`config.mk`:
```
export PLATFORM = sky130hd
export DESIGN_NAME = dual_source_write_arbiter
export DESIGN_NICKNAME = d
export VERILOG_FILES = /design/src/rtl/dual_source_write_arbiter.sv
export SDC_FILE = /design/constraint.sdc
export NUM_CORES = 1
export LEC_CHECK = 0
export CORE_MARGIN = 2
export CORE_UTILIZATION = 45
export DETAILED_ROUTE_END_ITERATION = 10
export DONT_BUFFER_PORTS = 1
export GPL_TIMING_DRIVEN = 0
export HOLD_SLACK_MARGIN = 0.08
export SETUP_SLACK_MARGIN = 0.02
export SYNTH_ARGS = -nofsm -noshare
export SYNTH_HDL_FRONTEND = slang
export SYNTH_SLANG_ARGS = --single-unit
```
`constraint.sdc`:
```
create_clock -name clk -period 2.55 [get_ports clk]
set_input_delay 0.765 -clock clk [delete_from_list [all_inputs] [get_ports clk]]
set_output_delay 0.765 -clock clk [all_outputs]
set_load 0.1 [all_outputs]
```
`src/rtl/dual_source_write_arbiter.sv`:
```
// dual_source_write_arbiter
// Round-robin arbiter sharing one registered write path between two burst
// writers. A grant is held for a whole burst. The granted source's beats are
// forwarded through a registered two-way select with one cycle of latency.
// Optional burst watchdog: define ARBITER_TIMEOUT_EN to cap a burst at
// MAX_BURST beats and pulse timeout_err when the cap forces a release.
module dual_source_write_arbiter #(
  parameter int WIDTH     = 16,
  parameter int MAX_BURST = 64
) (
  input  logic             clk,
  input  logic             reset_n,
  input  logic             req0,
  input  logic             req1,
  input  logic             valid0,
  input  logic             valid1,
  input  logic             last0,
  input  logic             last1,
  input  logic [WIDTH-1:0] data0,
  input  logic [WIDTH-1:0] data1,
  output logic             gnt0,
  output logic             gnt1,
  output logic             out_valid,
  output logic             out_src,
  output logic [WIDTH-1:0] out_data,
  output logic             timeout_err
);

  typedef enum logic [1:0] {
    IDLE   = 2'd0,
    GRANT0 = 2'd1,
    GRANT1 = 2'd2
  } state_t;

  if (MAX_BURST < 2 || MAX_BURST > 1024) begin : g_bad_max_burst
    $error("dual_source_write_arbiter: MAX_BURST must be within 2..1024");
  end

  state_t           state;
  logic             last_served;

  logic             accept0;
  logic             accept1;
  logic             accept;
  logic             accept_last;
  logic             abandon;
  logic             expire;
  logic             release_grant;
  logic [WIDTH-1:0] accept_data;

`ifdef ARBITER_TIMEOUT_EN
  localparam int CNT_W = $clog2(MAX_BURST) + 1;
  logic [CNT_W-1:0] beat_cnt;
`endif

  // Beat acceptance and grant-release decode for the current state
  always_comb begin
    accept0       = (state == GRANT0) && req0 && valid0;
    accept1       = (state == GRANT1) && req1 && valid1;
    accept        = accept0 || accept1;
    accept_last   = (accept0 && last0) || (accept1 && last1);
    abandon       = ((state == GRANT0) && !req0) || ((state == GRANT1) && !req1);
    accept_data   = accept1 ? data1 : data0;
`ifdef ARBITER_TIMEOUT_EN
    // beat_cnt holds beats already taken, so MAX_BURST-1 means this is the cap beat
    expire        = accept && !accept_last && (beat_cnt == CNT_W'(MAX_BURST - 1));
`else
    expire        = 1'b0;
`endif
    release_grant = accept_last || abandon || expire;
  end

  // Arbitration FSM with registered grants and forwarded beat
  always_ff @(posedge clk or negedge reset_n) begin
    if (!reset_n) begin
      state       <= IDLE;
      last_served <= 1'b1;
      gnt0        <= 1'b0;
      gnt1        <= 1'b0;
      out_valid   <= 1'b0;
      out_src     <= 1'b0;
      out_data    <= '0;
`ifdef ARBITER_TIMEOUT_EN
      beat_cnt    <= '0;
      timeout_err <= 1'b0;
`endif
    end else begin
      out_valid <= accept;
      if (accept) begin
        out_data <= accept_data;
        out_src  <= accept1;
      end
`ifdef ARBITER_TIMEOUT_EN
      timeout_err <= expire;
`endif
      case (state)
        IDLE: begin
          if (req0 && (!req1 || last_served)) begin
            state       <= GRANT0;
            gnt0        <= 1'b1;
            last_served <= 1'b0;
`ifdef ARBITER_TIMEOUT_EN
            beat_cnt    <= '0;
`endif
          end else if (req1) begin
            state       <= GRANT1;
            gnt1        <= 1'b1;
            last_served <= 1'b1;
`ifdef ARBITER_TIMEOUT_EN
            beat_cnt    <= '0;
`endif
          end
        end
        GRANT0, GRANT1: begin
          if (release_grant) begin
            state <= IDLE;
            gnt0  <= 1'b0;
            gnt1  <= 1'b0;
          end
`ifdef ARBITER_TIMEOUT_EN
          else if (accept) begin
            beat_cnt <= beat_cnt + 1'b1;
          end
`endif
        end
        default: begin
          state <= IDLE;
          gnt0  <= 1'b0;
          gnt1  <= 1'b0;
        end
      endcase
    end
  end

`ifndef ARBITER_TIMEOUT_EN
  assign timeout_err = 1'b0;
`endif

endmodule

```
# After elaboration in Yosys (flattened, before gate mapping)
# Index checks and enable logic that the tools add are counted.
totals:
  reg_bits: 23
  inputBits: 40
  elab_cells: 49
classes:
  eq_ne: 7
  n_mux: 12
  reduce_logical: 23
op_table:
  columns: ["op", "count"]
  rows:
  - ["$mux W16", 1]
  - ["$logic_and A1 B1 Y1", 9]
  - ["$ne A2 B2 Y1 const B", 4]
  - ["$mux W2", 3]
  - ["$reduce_and A2 Y1", 3]
  - ["$logic_or A1 B1 Y1", 5]
  - ["$mux W1", 5]
  - ["$pmux W1 S2", 2]
  - ["$pmux W2 S2", 1]
  - ["$ne A3 B3 Y1 const B", 1]
  - ["$reduce_and A3 Y1", 1]
  - ["$eq A2 B1 Y1 const B", 1]
  - ["$eq A2 B2 Y1 const B", 1]
  - ["$logic_not A1 Y1", 2]
  - ["$logic_not A2 Y1", 1]
  - ["$reduce_bool A2 Y1", 1]
  - ["$reduce_or A2 Y1", 1]

# Depth between registers and ports, before layout
depth:
  word_depth: 8
  ltp_mapped: 7

# Worst setup path after synthesis
# No wires, ideal clock.
synth_timing:
  path_type: "in2reg"
  start: "input req0"
  end: "register out_data[5]"
  setup_ps: 133
  arrival_time_ps: 1563
  required_time_ps: 2417
  setup_slack_ps: 854
  cell_stages: 6
  cell_sequence: "buf_2 -> nand3_1 -> buf_4 -> buf_6 -> mux2i_1 -> o21ai_0"
synth_between:
  elab_chain_len: 3
synth_rtl:
  columns: ["item", "line", "text"]
  rows:
  - ["from (decl)", "13", "input logic req0,"]
  - ["$logic_and A1 B1 Y1 (2 in a row)", "58", "accept0 = (state == GRANT0) && req0 && valid0;"]
  - ["$logic_or A1 B1 Y1", "60", "accept = accept0 || accept1;"]
  - ["to (signal assigned)", "90", "out_data <= accept_data;"]
  - ["to (decl)", "25", "output logic [WIDTH-1:0] out_data,"]
# No other way between the ends.
# A chain may end at the register's enable or synchronous reset.

# Worst setup path in the final report
layout_timing:
  start: "register out_data[13]"
  end: "output out_data[13]"
# No word-level cell between the ends.

==> results.ini <==
[layout]
area.growth.synth_to_final_pct=5.47
fillers=243
layout_commonest_cell=dfrtp_1
n_antenna_cell=0
fin_nets=163
final_cell_mix=dfrtp_1, nand2_1, mux2i_1, o21ai_0, inv_1
drive_above_1_share_pct=11.8

[sta]
min_period_ps=2030
hold_violations=0
worst_slew_pin_slew_ps=915
fmax_mhz=492
slew_violations=0
grt_setup_unrepaired=false
fin_setup_tns_ps=0
finalCritPeriodShare_pct=79.7
fin_skew_ps=2.78
setup_viol=0
slew_headroom_pct=39.0

[grt]
overflow=0
antenna_found_initial=0
grt_pass1_vias=773
grt_pass1_wl_um=3370
grt_start_max_net_pins=24
grt_use_total_pct=16.1

[synthesis]
synth_ff_type=dfrtp_1
ys_types=29
synth.avg_cell_area_um2=10.2
ys.warnings.count=0
synth.cell_area_um2=1170
async_flop_share_pct=100
yosysSeqAreaShare_pct=49.4
synth_edf_count=0
ys_ff_latch=23
syn_inst=115
synth_fp_nets=158

[drt]
antenna_left=0
num_vias=839
wl_um=2330
drc=0
wl_per_cell_um=15.7
drt-initial-drc-count=15
vias_per_cell=5.63
first_pass_iters=4

[clock_tree]
clk_latency_ps=300
postCtsSetupRepairBufs=0
cts_tree=yes
ctsLongestPathBuffers=2
cts.htree.levels=1
clkSlewWorstSetupHoldPaths_ps=120
cts_buffers=3
cts_resized=0
cts.sinks=23
root_buffer=clkbuf_4
hold_buffers=0

[placement]
gp_congestion=0.770
dpl.hpwl_um=1780
portBuffers=0

[setup_path]
worstPathArrival_ps=1270
r2r_cells=7
cp.required_ps=1790
crit_path_max_fanout=2
end_kind=primary output
cp.depth=0
worstSetupPathType=flip-flop to primary output
cp-start-kind=flip-flop

[floorplan]
io_pins=61
die_y_um=54.9
dieArea_um2=3020
start_util_pct=47.1
die_w_um=54.9
fp-row-count=18
core_area_um2=2480

[run]
maxCapViolations=0

[hold_path]
hold_class=input pin to async pin

[status]
status=finished clean

cell type report:
cell class | instances | area [um2] | area share (%)
inverter | 6 | 22.5 | 1.83
sequential | 23 | 577 | 46.8
buffer | 8 | 52.6 | 4.27
tap | 30 | 37.5 | 3.05
multi-input combinational | 78 | 515 | 41.9
clock buffer | 4 | 26.3 | 2.13
per-stage QoR:
step / setup slack [ps] / instance area, um2 / util [%] / hold WS (ps) / std cells
6_report: 518 / 1230 / 49.7 / 135 / 149
5_1_grt: 470 / 1230 / 49.7 / 96.0 / 149
4_1_cts: 494 / 1230 / 49.7 / 120 / 149
3_5_place_dp: 701 / 1200 / 48.6 / 470 / 145
3_3_place_gp: 730 / 1200 / 48.6 / 470 / 145
2_1_floorplan: 854 / 1170 / - / 469 / 115
synth_stat cells (2+ instances only):
library cell  instances  share of area [%]
a2bb2oi_1             2                1.5
buf_2                 3                1.3
buf_4                 3                1.9
dfrtp_1              22                 47
ha_1                  3                3.2
inv_1                 6                1.9
mux2i_1              16                 14
nand2_1              20                6.4
nand3_1               5                2.1
o21ai_0              16                6.9
per-layer routing:
layer | vias up | GRT usage, % | part of all wire, %
li1 | 404 | - | -
met1 | 387 | 20.3 | 41
met2 | 46 | 25.2 | 48
met3 | 2 | 5.11 | 9.9
met4 | 0 | 7.32 | 0.51
met5 | - | 0 | 0
cells by family (layout without fill, tap and decap cells):
kind of cell	after synthesis	in the layout	synth area share, %
buffers and inverters	14	18	6.43
AOI/OAI and AO/OA	26	26	14.5
adders and majority gates	3	3	3.22
other	1	1	0.321
and+or+nand+nor	32	32	12.4
muxes	16	16	13.7
DFF	23	23	49.4
flip-flops by register name, summed over array words and instances, names as in the netlist:
register	flops
gnt0	1
gnt1	1
last_served	1
out_data	16
out_src	1
out_valid	1
state	2
worst paths after layout:
path / from / slack (ps) / to
setup / recovery: out_data[13] / 520 / out_data[13]
hold / removal: reset_n / 130 / out_valid
setup reg to reg: state[0] / 840 / gnt1
hold reg to reg: state[1] / 550 / state[1]
max in group asynchronous: reset_n / 2250 / last_served
min in group clk: state[1] / 550 / state[1]
Power is not shown: default switching activity piles up to over one toggle a cycle in this logic, so the estimate is an artifact.
